===== config.mk =====
export PLATFORM = sky130hd
export DESIGN_NAME = multicycle_ctrl
export DESIGN_NICKNAME = d
export VERILOG_FILES = /design/src/rtl/multicycle_ctrl.sv
export SDC_FILE = /design/constraint.sdc
export NUM_CORES = 1
export LEC_CHECK = 0
export ABC_AREA = 1
export BUFFER_PORTS_ARGS = -buffer_cell sky130_fd_sc_hd__buf_2
export CAP_MARGIN = 5
export CORE_UTILIZATION = 33
export DETAILED_ROUTE_END_ITERATION = 10
export PLACE_DENSITY = 0.63
export SLEW_MARGIN = 20
export SYNTH_ARGS = -nofsm -noshare
export SYNTH_HDL_FRONTEND = slang
export SYNTH_SLANG_ARGS = --single-unit

===== constraint.sdc =====
create_clock -name clk -period 1.6 [get_ports clk]
set_clock_uncertainty 0.15 [all_clocks]
set_input_delay 0.24 -clock clk [delete_from_list [all_inputs] [get_ports clk]]
set_output_delay 0.24 -clock clk [all_outputs]
set_load 0.1 [all_outputs]

===== src/rtl/multicycle_ctrl.sv =====
// Multicycle MIPS-subset control sequencer: Moore/Mealy FSM that steps a shared
// datapath through fetch/decode/execute/memory/writeback and counts retired instructions.
module multicycle_ctrl (
  input  logic        clk,
  input  logic        reset,
  input  logic [5:0]  opcode,
  input  logic [5:0]  funct,
  input  logic        zero,
  input  logic        mem_ready,
  output logic        mem_req,
  output logic        mem_we,
  output logic        iord,
  output logic        ir_we,
  output logic        pc_we,
  output logic [1:0]  pc_src,
  output logic        alu_srcA,
  output logic [1:0]  alu_srcB,
  output logic [2:0]  alu_op,
  output logic        reg_we,
  output logic [1:0]  reg_dst,
  output logic [1:0]  wd_sel,
  output logic        instr_done,
  output logic        illegal,
  output logic [31:0] instr_count,
  output logic [3:0]  state
);

  typedef enum logic [3:0] {
    S_INIT     = 4'd0,
    S_FETCH    = 4'd1,
    S_DECODE   = 4'd2,
    S_EXEC_R   = 4'd3,
    S_EXEC_I   = 4'd4,
    S_MEM_ADDR = 4'd5,
    S_MEM_RD   = 4'd6,
    S_MEM_WR   = 4'd7,
    S_WB_MEM   = 4'd8,
    S_WB_ALU   = 4'd9,
    S_BRANCH   = 4'd10,
    S_JUMP     = 4'd11,
    S_JAL      = 4'd12,
    S_JR       = 4'd13,
    S_HALT     = 4'd15
  } state_t;

  localparam logic [5:0] OP_RTYPE = 6'h00;
  localparam logic [5:0] OP_J     = 6'h02;
  localparam logic [5:0] OP_JAL   = 6'h03;
  localparam logic [5:0] OP_BEQ   = 6'h04;
  localparam logic [5:0] OP_BNE   = 6'h05;
  localparam logic [5:0] OP_ADDI  = 6'h08;
  localparam logic [5:0] OP_XORI  = 6'h0E;
  localparam logic [5:0] OP_LW    = 6'h23;
  localparam logic [5:0] OP_SW    = 6'h2B;

  localparam logic [5:0] FN_JR  = 6'h08;
  localparam logic [5:0] FN_ADD = 6'h20;
  localparam logic [5:0] FN_SUB = 6'h22;
  localparam logic [5:0] FN_SLT = 6'h2A;

  localparam logic [2:0] ALU_ADD = 3'd0;
  localparam logic [2:0] ALU_SUB = 3'd1;
  localparam logic [2:0] ALU_XOR = 3'd2;
  localparam logic [2:0] ALU_SLT = 3'd3;

  state_t      r_state;
  state_t      w_next;
  logic [31:0] r_instr_count;
  logic        w_rtype;
  logic        w_funct_alu;

  assign w_rtype     = (opcode == OP_RTYPE);
  assign w_funct_alu = (funct == FN_ADD) || (funct == FN_SUB) || (funct == FN_SLT);

  always_ff @(posedge clk or posedge reset) begin
    if (reset) begin
      r_state <= S_INIT;
    end else begin
      r_state <= w_next;
    end
  end

  // Retired-instruction counter; wraps naturally at 2^32.
  always_ff @(posedge clk or posedge reset) begin
    if (reset) begin
      r_instr_count <= 32'd0;
    end else if (instr_done) begin
      r_instr_count <= r_instr_count + 32'd1;
    end
  end

  always_comb begin
    w_next     = r_state;
    mem_req    = 1'b0;
    mem_we     = 1'b0;
    iord       = 1'b0;
    ir_we      = 1'b0;
    pc_we      = 1'b0;
    pc_src     = 2'd0;
    alu_srcA   = 1'b0;
    alu_srcB   = 2'd0;
    alu_op     = ALU_ADD;
    reg_we     = 1'b0;
    reg_dst    = 2'd0;
    wd_sel     = 2'd0;
    instr_done = 1'b0;
    illegal    = 1'b0;
    case (r_state)
      S_INIT: w_next = S_FETCH;
      S_FETCH: begin
        mem_req  = 1'b1;
        alu_srcB = 2'd1;
        if (mem_ready) begin
          ir_we  = 1'b1;
          pc_we  = 1'b1;
          w_next = S_DECODE;
        end
      end
      // ALU computes the branch target here so BRANCH can use ALUOut.
      S_DECODE: begin
        alu_srcB = 2'd3;
        case (opcode)
          OP_RTYPE: begin
            if (w_funct_alu)         w_next = S_EXEC_R;
            else if (funct == FN_JR) w_next = S_JR;
            else                     w_next = S_HALT;
          end
          OP_ADDI, OP_XORI: w_next = S_EXEC_I;
          OP_LW, OP_SW:     w_next = S_MEM_ADDR;
          OP_BEQ, OP_BNE:   w_next = S_BRANCH;
          OP_J:             w_next = S_JUMP;
          OP_JAL:           w_next = S_JAL;
          default:          w_next = S_HALT;
        endcase
      end
      S_EXEC_R: begin
        alu_srcA = 1'b1;
        case (funct)
          FN_SUB:  alu_op = ALU_SUB;
          FN_SLT:  alu_op = ALU_SLT;
          default: alu_op = ALU_ADD;
        endcase
        w_next = S_WB_ALU;
      end
      S_EXEC_I: begin
        alu_srcA = 1'b1;
        alu_srcB = 2'd2;
        alu_op   = (opcode == OP_XORI) ? ALU_XOR : ALU_ADD;
        w_next   = S_WB_ALU;
      end
      S_WB_ALU: begin
        reg_we     = 1'b1;
        wd_sel     = 2'd1;
        reg_dst    = w_rtype ? 2'd1 : 2'd0;
        instr_done = 1'b1;
        w_next     = S_FETCH;
      end
      S_MEM_ADDR: begin
        alu_srcA = 1'b1;
        alu_srcB = 2'd2;
        w_next   = (opcode == OP_SW) ? S_MEM_WR : S_MEM_RD;
      end
      S_MEM_RD: begin
        mem_req = 1'b1;
        iord    = 1'b1;
        if (mem_ready) w_next = S_WB_MEM;
      end
      S_WB_MEM: begin
        reg_we     = 1'b1;
        instr_done = 1'b1;
        w_next     = S_FETCH;
      end
      S_MEM_WR: begin
        mem_req = 1'b1;
        mem_we  = 1'b1;
        iord    = 1'b1;
        if (mem_ready) begin
          instr_done = 1'b1;
          w_next     = S_FETCH;
        end
      end
      S_BRANCH: begin
        alu_srcA   = 1'b1;
        alu_op     = ALU_SUB;
        pc_src     = 2'd3;
        pc_we      = (opcode == OP_BNE) ? ~zero : zero;
        instr_done = 1'b1;
        w_next     = S_FETCH;
      end
      S_JUMP: begin
        pc_we      = 1'b1;
        pc_src     = 2'd1;
        instr_done = 1'b1;
        w_next     = S_FETCH;
      end
      // Link writes the current PC (already PC+4) before the jump lands.
      S_JAL: begin
        pc_we      = 1'b1;
        pc_src     = 2'd1;
        reg_we     = 1'b1;
        reg_dst    = 2'd2;
        wd_sel     = 2'd2;
        instr_done = 1'b1;
        w_next     = S_FETCH;
      end
      S_JR: begin
        pc_we      = 1'b1;
        pc_src     = 2'd2;
        instr_done = 1'b1;
        w_next     = S_FETCH;
      end
      S_HALT: begin
        illegal = 1'b1;
        w_next  = S_HALT;
      end
      default: w_next = S_HALT;
    endcase
  end

  assign instr_count = r_instr_count;
  assign state       = r_state;

endmodule


Word level (Yosys, flattened, before mapping)
Index checks and enable logic that the tools add are counted.
{ "totals": {"regBits": 36, "in_bits": 16} }
{ "classes": {"n_mux": 27, "addsub": 1, "bitwise_logic": 1, "n_eq_ne": 29, "reduce_logical": 18} }
{ "op_table": {"columns": ["operator", "n"], "rows": [
  ["32-bit by 1-bit adder with 32-bit output (second input constant)", 1],
  ["6-bit == test (second input constant)", 5],
  ["4-bit == test (second input constant)", 7],
  ["4-bit one-hot mux with 7 select lines", 1],
  ["4-bit one-hot mux with 6 select lines", 1],
  ["6-bit by 4-bit == test with 1-bit output (second input constant)", 3],
  ["2-bit one-hot mux with 3 select lines", 3],
  ["4-bit by 3-bit == test with 1-bit output (second input constant)", 4],
  ["4-bit two-way mux", 4],
  ["2-bit OR reduction", 7],
  ["6-bit by 2-bit == test with 1-bit output (second input constant)", 2],
  ["6-bit by 3-bit == test with 1-bit output (second input constant)", 2],
  ["2-bit one-hot mux with 2 select lines", 3],
  ["1-bit two-way mux", 11],
  ["3-bit OR reduction", 3],
  ["4-bit by 2-bit == test with 1-bit output (second input constant)", 2],
  ["7-bit OR reduction", 1],
  ["6-bit logical NOT", 1],
  ["2-bit inequality test (second input constant)", 3],
  ["6-bit OR reduction", 1],
  ["4-bit by 1-bit == test with 1-bit output (second input constant)", 1],
  ["4-bit logical NOT", 1],
  ["2-bit two-way mux", 2],
  ["4-bit OR reduction", 1],
  ["5 further kinds", 6]
]} }

Longest topological paths before layout
Gate-level depths: netlist of the first run.
{ "depth": {"word_depth": 6, "ltp_mapped": 10, "mapped_depth_nobuf": 10} }

Worst setup path before layout of the first run
No wires, ideal clock.
{ "synth_path": {"path_type": "register to output", "start": "register r_state[3] (netlist: state[3])", "end": "output pc_src[0]", "stages_incl_launch_ff": 5, "setup_slack_ns": -2.573, "arrival_ns": 3.783, "path_cell_list": "dfrtp_1 > nand2_1 > nor2_1 > inv_1 > o21ai_0"} }
{ "synth_between": {"elab_chain_len": 3, "word_cells_on_any_way": 6, "classes_between": "eq/ne: 4; mux: 1; reduce/logical: 1"} }
{ "synth_rtl": {"columns": ["item", "line", "source"], "rows": [
  ["start, declared", "66", "state_t r_state;"],
  ["start signal, assigned", "79", "r_state <= w_next;"],
  ["4-bit == test", "108", "case (r_state)"],
  ["2-bit OR reduction (no source line)", null, null],
  ["2-bit one-hot mux with 3 select lines (*)", "108", null],
  ["end, declared", "15", "output logic [1:0] pc_src,"]
]} }
Every way passes the cells marked *; elsewhere a longest branch is shown, timed or not.

Worst setup path in the final report of the first run
{ "layout_path": {"start": "register r_state[3] (netlist: state[3])", "end": "output alu_op[0]"} }
{ "layout_between": {"elab_chain_len": 2, "word_cells_on_any_way": 4, "classes_between": "eq/ne: 3; mux: 1"} }
{ "layout_rtl": {"columns": ["item", "line", "source"], "rows": [
  ["4-bit == test, or another cell as far along", "108", null],
  ["2-bit one-hot mux with 3 select lines (*)", "108", null],
  ["end, declared", "18", "output logic [2:0] alu_op,"]
]} }
Marked as above.

==> impl_metrics.env, run 1 <==
export IMPL_outcome="complete, but fails checks"
export IMPL_violations="setup timing"
export IMPL_die_area_um2=7966
export IMPL_maxCapViolations=0
export IMPL_dieHeight_um=89.26
export IMPL_final_cells=653
export IMPL_placed_cells=628
export IMPL_cts_root_buf="clkbuf_8"
export IMPL_grt_use_met2_pct=40.25
export IMPL_p_total_mw=8.072
export IMPL_clk_latency_ns=0.30
export IMPL_synth_distinct_cells=30
export IMPL_r2r_setup_slack_ns=-0.44
export IMPL_ctsLongestPathBuffers=2
export IMPL_rows=31
export IMPL_crit_end="alu_op[0]"
export IMPL_syn_inst=384
export IMPL_grt_use_total_pct=22.55
export IMPL_startpoint="state[3]$_DFFE_PP0P_"
export IMPL_diodes=0
export IMPL_clk_pin_slew_worst_paths_ns=0.07
export IMPL_worstReg2RegStart="state[2]$_DFFE_PP0P_"
export IMPL_syn_to_final_growth_pct=92.93
export IMPL_synth_top_area_share_pct=35.86
export IMPL_syn_num_nets=401
export IMPL_drt_pass1_iter_count=5
export IMPL_vias_per_cell=4.807
export IMPL_arrival_ns=1.67
export IMPL_yosys_top_cells_count="nand2_1, nor2_1, inv_1"
export IMPL_grtUsageMet1_pct=27.45
export IMPL_remaining_drc_errors=0
export IMPL_die_width_um=89.26
export IMPL_cts_sinks=36
export IMPL_synth_top_area_cell="dfrtp_1"
export IMPL_regArea_um2=932.1
export IMPL_fin_crit_sh_pct=128.7
export IMPL_boundaryPins=72
export IMPL_crit_fanout=4
export IMPL_dp_hpwl_mm=6.261
export IMPL_ant_nets=0
export IMPL_crit_path_end_kind="primary output"
export IMPL_grt_pass1_vias=3096
export IMPL_layout_nets=570
export IMPL_routed_wl_mm=9.042
export IMPL_place_congestion=0.8704
export IMPL_period_needed_ns=2.060
export IMPL_busiest_layer="met2"
export IMPL_grt_first_pass_wirelength_mm=13.91
export IMPL_ys_ff_latch=36
export IMPL_async_flop_share_pct=100.0
export IMPL_cts_buffers=5
export IMPL_finalHoldViolations=0
export IMPL_syn_avg_cell_area_um2=6.543
export IMPL_power_density_nw_per_um2=1665
export IMPL_synthFlopType="dfrtp_1"
export IMPL_vias=3139
export IMPL_fmax_mhz=485.5
export IMPL_dpl_worst_slack_ns=-0.2200
export IMPL_grt_overflow_total=0
export IMPL_netlist_area_um2=2512
export IMPL_setup_viol=57
export IMPL_setup_slack_ns=-0.4599
export IMPL_core_um2=7292
export IMPL_fillerInstances=579
export IMPL_multi_input_area_um2=1794
export IMPL_report_final_slew_viol_count=0
export IMPL_antenna_found_initial=0
export IMPL_seq_area_frac_synth_pct=35.86
export IMPL_drive_gt1_share_pct=48.19
export IMPL_rsz0062_at_grt="yes"
export IMPL_ys_warn_count=0
export IMPL_yosysMostFrequentCell="nand2_1"
export IMPL_crit_type="reg2out"
export IMPL_wl_per_cell_um=13.85
export IMPL_use_met3_pct=3.878
export IMPL_r2r_cells=11
export IMPL_port_buffers=70
export IMPL_ir_drop_mv=1.502
export IMPL_synth_edff_count=0
export IMPL_cts_tree="yes"
export IMPL_cts_max_level=2
export IMPL_start_util_pct=34.45
export IMPL_worstPathRequired_ns=1.21
export IMPL_p_leak_nw=2.292
export IMPL_rr_endpoint="instr_count[21]$_DFFE_PP0P_"
export IMPL_grt_max_degree=37
export IMPL_hp_class="in2reg"
export IMPL_drt_iter0_drc=179
export IMPL_synthTopCellsByArea="dfrtp_1, nand2_1, nor2_1, inv_1, xor2_1"
export IMPL_crit_path_start_kind="register"
## critical path: stages (launching register included)
cell	delay, ns
dfrtp_4	0.52
nor2_4	0.13
inv_2	0.06
nor2_4	0.09
nand4_1	0.16
buf_4	0.20
nand2_4	0.06
buf_12	0.17
## layer usage
layer  part of all wire, %  up-vias
met4                   1.8        0
met1                    41     1491
met2                    52       95
li1                      -     1536
met5                     0        -
met3                   5.4       17
## layout by cell type (no fill, tap or decap), types with 7 or more instances in the layout
master and n:
dfrtp_2 13, dfrtp_1 19, buf_6 13, inv_1 39, nand2_4 9, nand4_1 8, nor2_4 14, inv_2 7
nand2_1 106, nor3_1 14, buf_4 82, nand3_1 15, buf_12 32, xor2_1 13, nor2_1 46, clkbuf_4 12
buf_2 25
## state kept, by name, summed over array words and instances (netlist names)
name / flops
state: 4
instr_count: 32
## how the worst min path moves through the flow
stage / start / end / cells past startpoint / slack, ns
floorplan: mem_ready / state[3]$_DFFE_PP0P_ / 2 / 0.25
global placement: reset / state[0]$_DFFE_PP0P_ / 3 / 0.23
detailed placement: reset / instr_count[6]$_DFFE_PP0P_ / 3 / 0.23
CTS: mem_ready / state[2]$_DFFE_PP0P_ / 3 / 0.24
global route: mem_ready / state[2]$_DFFE_PP0P_ / 3 / 0.24
finish: mem_ready / state[2]$_DFFE_PP0P_ / 3 / 0.24
## logic make-up (layout without fill, tap and decap cells)
family	Yosys count	count (layout)	share of synthesized area, %
fa+ha+maj	1	1	0.4979
flops	36	36	35.86
simple gates	246	246	42.48
compound gates	21	21	4.632
xor+xnor	19	19	6.624
other cells	1	1	0.1493
buf+inv	60	230	9.761
## area by class of cell
cell class                 instances  area share (%)
timing repair buffer             167           34.20
tap                               99           2.556
clock inverter                     3          0.3872
multi-input combinational        288           37.02
inverter                          55           5.188
sequential                        36           19.23
clock buffer                       5           1.420
## through the flow
step                setup TNS (ns)  hold WS, ns  utilization [%]  cell area (um2)
floorplan                   -27.38       0.2534                -             2789
global placement            -3.625       0.2348            58.56             4270
detailed placement          -6.252       0.2343            58.56             4270
CTS                         -11.76       0.2403            63.45             4627
global route                -20.25       0.2428            66.47             4847
finish                      -17.18       0.2366            66.47             4847
## power breakdown
part	internal [mW]	switching, mW	leakage, nW	total (mW)
logic	2.33	3.86	1.83	6.20
registers	1.06	0.159	0.414	1.22
clock network	0.304	0.349	0.0479	0.653
## repair_timing
item / 4_1_cts / 5_1_grt
hold endpoints to repair: 36 / 0
buffers inserted: 10 / 6
endpoints found under the setup margin: 59 / 69
hold buffers: 1 / 0
pin swaps: 12 / 17
gates resized for setup: 49 / 49
No activity file was read; power rests on OpenSTA's default activity.
==> run 2: changes to the inputs <==
- CORE_MARGIN: not set -> 4
- REMOVE_ABC_BUFFERS: not set -> 1
==> impl_metrics.env, run 2 (synthesized netlist as in run 1, its figures left out) <==
export IMPL_largest_reg_flops=32
export IMPL_cts_buffers=5
export IMPL_remaining_drc_errors=0
export IMPL_ir_drop_mv=1.388
export IMPL_wl_per_cell_um=13.11
export IMPL_period_needed_ns=2.027
export IMPL_whs_ns=0.2224
export IMPL_worstPathRequired_ns=1.21
export IMPL_regArea_um2=903.4
export IMPL_grt_use_total_pct=18.77
export IMPL_dieHeight_um=95.26
export IMPL_place_congestion=0.8709
export IMPL_drt_iter0_drc=145
export IMPL_cts_max_level=2
export IMPL_hp_class="in2reg"
export IMPL_dpl_worst_slack_ns=-0.1903
export IMPL_fillerInstances=564
export IMPL_core_um2=7331
export IMPL_fin_util_pct=63.18
export IMPL_fmax_mhz=493.2
export IMPL_grt_pass1_vias=3011
export IMPL_grt_overflow_total=0
export IMPL_ant_nets=0
export IMPL_grt_first_pass_wirelength_mm=13.63
export IMPL_final_cell_mix="nand2_1, buf_4, nor2_1"
export IMPL_vias_per_cell=4.684
export IMPL_outcome="complete, but fails checks"
export IMPL_rows=31
export IMPL_finalHoldViolations=0
export IMPL_cts_root_buf="clkbuf_8"
export IMPL_die_area_um2=9074
export IMPL_drt_pass1_iter_count=4
export IMPL_ctsLongestPathBuffers=2
export IMPL_cts_tree="yes"
export IMPL_setup_viol=49
export IMPL_setup_slack_ns=-0.4274
export IMPL_routed_wl_mm=8.507
export IMPL_drive_gt1_share_pct=45.09
export IMPL_power_density_nw_per_um2=1605
export IMPL_layout_nets=566
export IMPL_clk_latency_ns=0.30
export IMPL_diodes=0
export IMPL_crit_type="reg2out"
export IMPL_rsz0062_at_grt="yes"
export IMPL_port_buffers=70
export IMPL_crit_path_end_kind="primary output"
export IMPL_boundaryPins=72
export IMPL_arrival_ns=1.64
export IMPL_die_width_um=95.26
export IMPL_crit_fanout=4
export IMPL_maxCapViolations=0
export IMPL_multi_input_area_um2=1643
export IMPL_cts_sinks=36
export IMPL_syn_to_final_growth_pct=84.36
export IMPL_antenna_found_initial=0
export IMPL_violations="setup timing"
export IMPL_crit_path_start_kind="register"
export IMPL_dp_hpwl_mm=6.290
export IMPL_clk_pin_slew_worst_paths_ns=0.07
export IMPL_report_final_slew_viol_count=0
export IMPL_fin_crit_sh_pct=126.7
export IMPL_layout_commonest_cell="nand2_1"
export IMPL_grt_max_degree=37
export IMPL_vias=3040
export IMPL_p_leak_nw=2.271
export IMPL_start_util_pct=34.27
run 2: changes by cell type in the layout (fill, tap and decap cells not counted), sizes merged:
cell      before  now
buf          154  149
bufinv         0    1
clkbuf        17   18
clkinv         4    1
clkinvlp       2    1
inv           52   55
run 2: power breakdown:
group | switching [mW] | internal, mW
Combinational | 3.44 | 2.02
Clock | 0.360 | 0.461
Sequential | 0.128 | 1.03
run 2: worst max-delay path, cell delays in order, from the launching register on:
cell	delay [ns]
dfrtp_1	0.44
nor2_2	0.18
inv_2	0.08
nor2_4	0.09
nand4_1	0.12
o32ai_2	0.12
buf_4	0.16
buf_12	0.16
run 2: per-stage QoR:
stage                     area (um2)  TNS [ns]  power, mW  cells
final                           4632    -8.478      7.435    649
after global routing            4632    -12.71      7.719    649
after CTS                       4372    -9.562      7.049    647
after detailed placement        4086    -3.396      5.937    632
after global placement          4086    -1.715      5.906    632
after floorplan                 2474    -90.94      3.858    379
run 2: layer usage:
metal / up-vias / wire, um / track usage [%]
li1: 1525 / - / -
met2: 77 / 4200 / 32.54
met3: 10 / 430 / 3.788
met4: 0 / 93 / 3.846
met1: 1428 / 3783 / 24.14
met5: - / 0 / 0
run 2: final timing paths:
check / startpoint / to / slack, ns / depth (start not counted)
worst max-delay path: state[3]$_DFFE_PP0P_ / alu_op[1] / -0.43 / 7
worst min-delay path: mem_ready / state[1]$_DFFE_PP0P_ / 0.22 / 3
worst max register to register: state[3]$_DFFE_PP0P_ / instr_count[26]$_DFFE_PP0P_ / -0.16 / 10
worst min register to register: instr_count[6]$_DFFE_PP0P_ / instr_count[10]$_DFFE_PP0P_ / 0.37 / 1
max in group asynchronous: reset / state[2]$_DFFE_PP0P_ / 0.51 / 4
min in group asynchronous: reset / instr_count[14]$_DFFE_PP0P_ / 0.44 / 4
run 2: cell type report:
cell class	count	area share, %
clock buffer	5	1.486
clock inverter	3	0.9184
inverter	55	4.565
multi-input combinational	288	35.47
sequential	36	19.50
tap	99	2.674
timing repair buffer	163	35.39
run 2: timing repair:
action                                  4_1_cts  5_1_grt
hold buffers                                  1        0
resized for setup                            37       77
gates cloned                                  0        0
setup buffers                                 6        3
endpoints found under the setup margin       54       66
hold endpoints to repair                     36        0
pin swaps                                     7        7
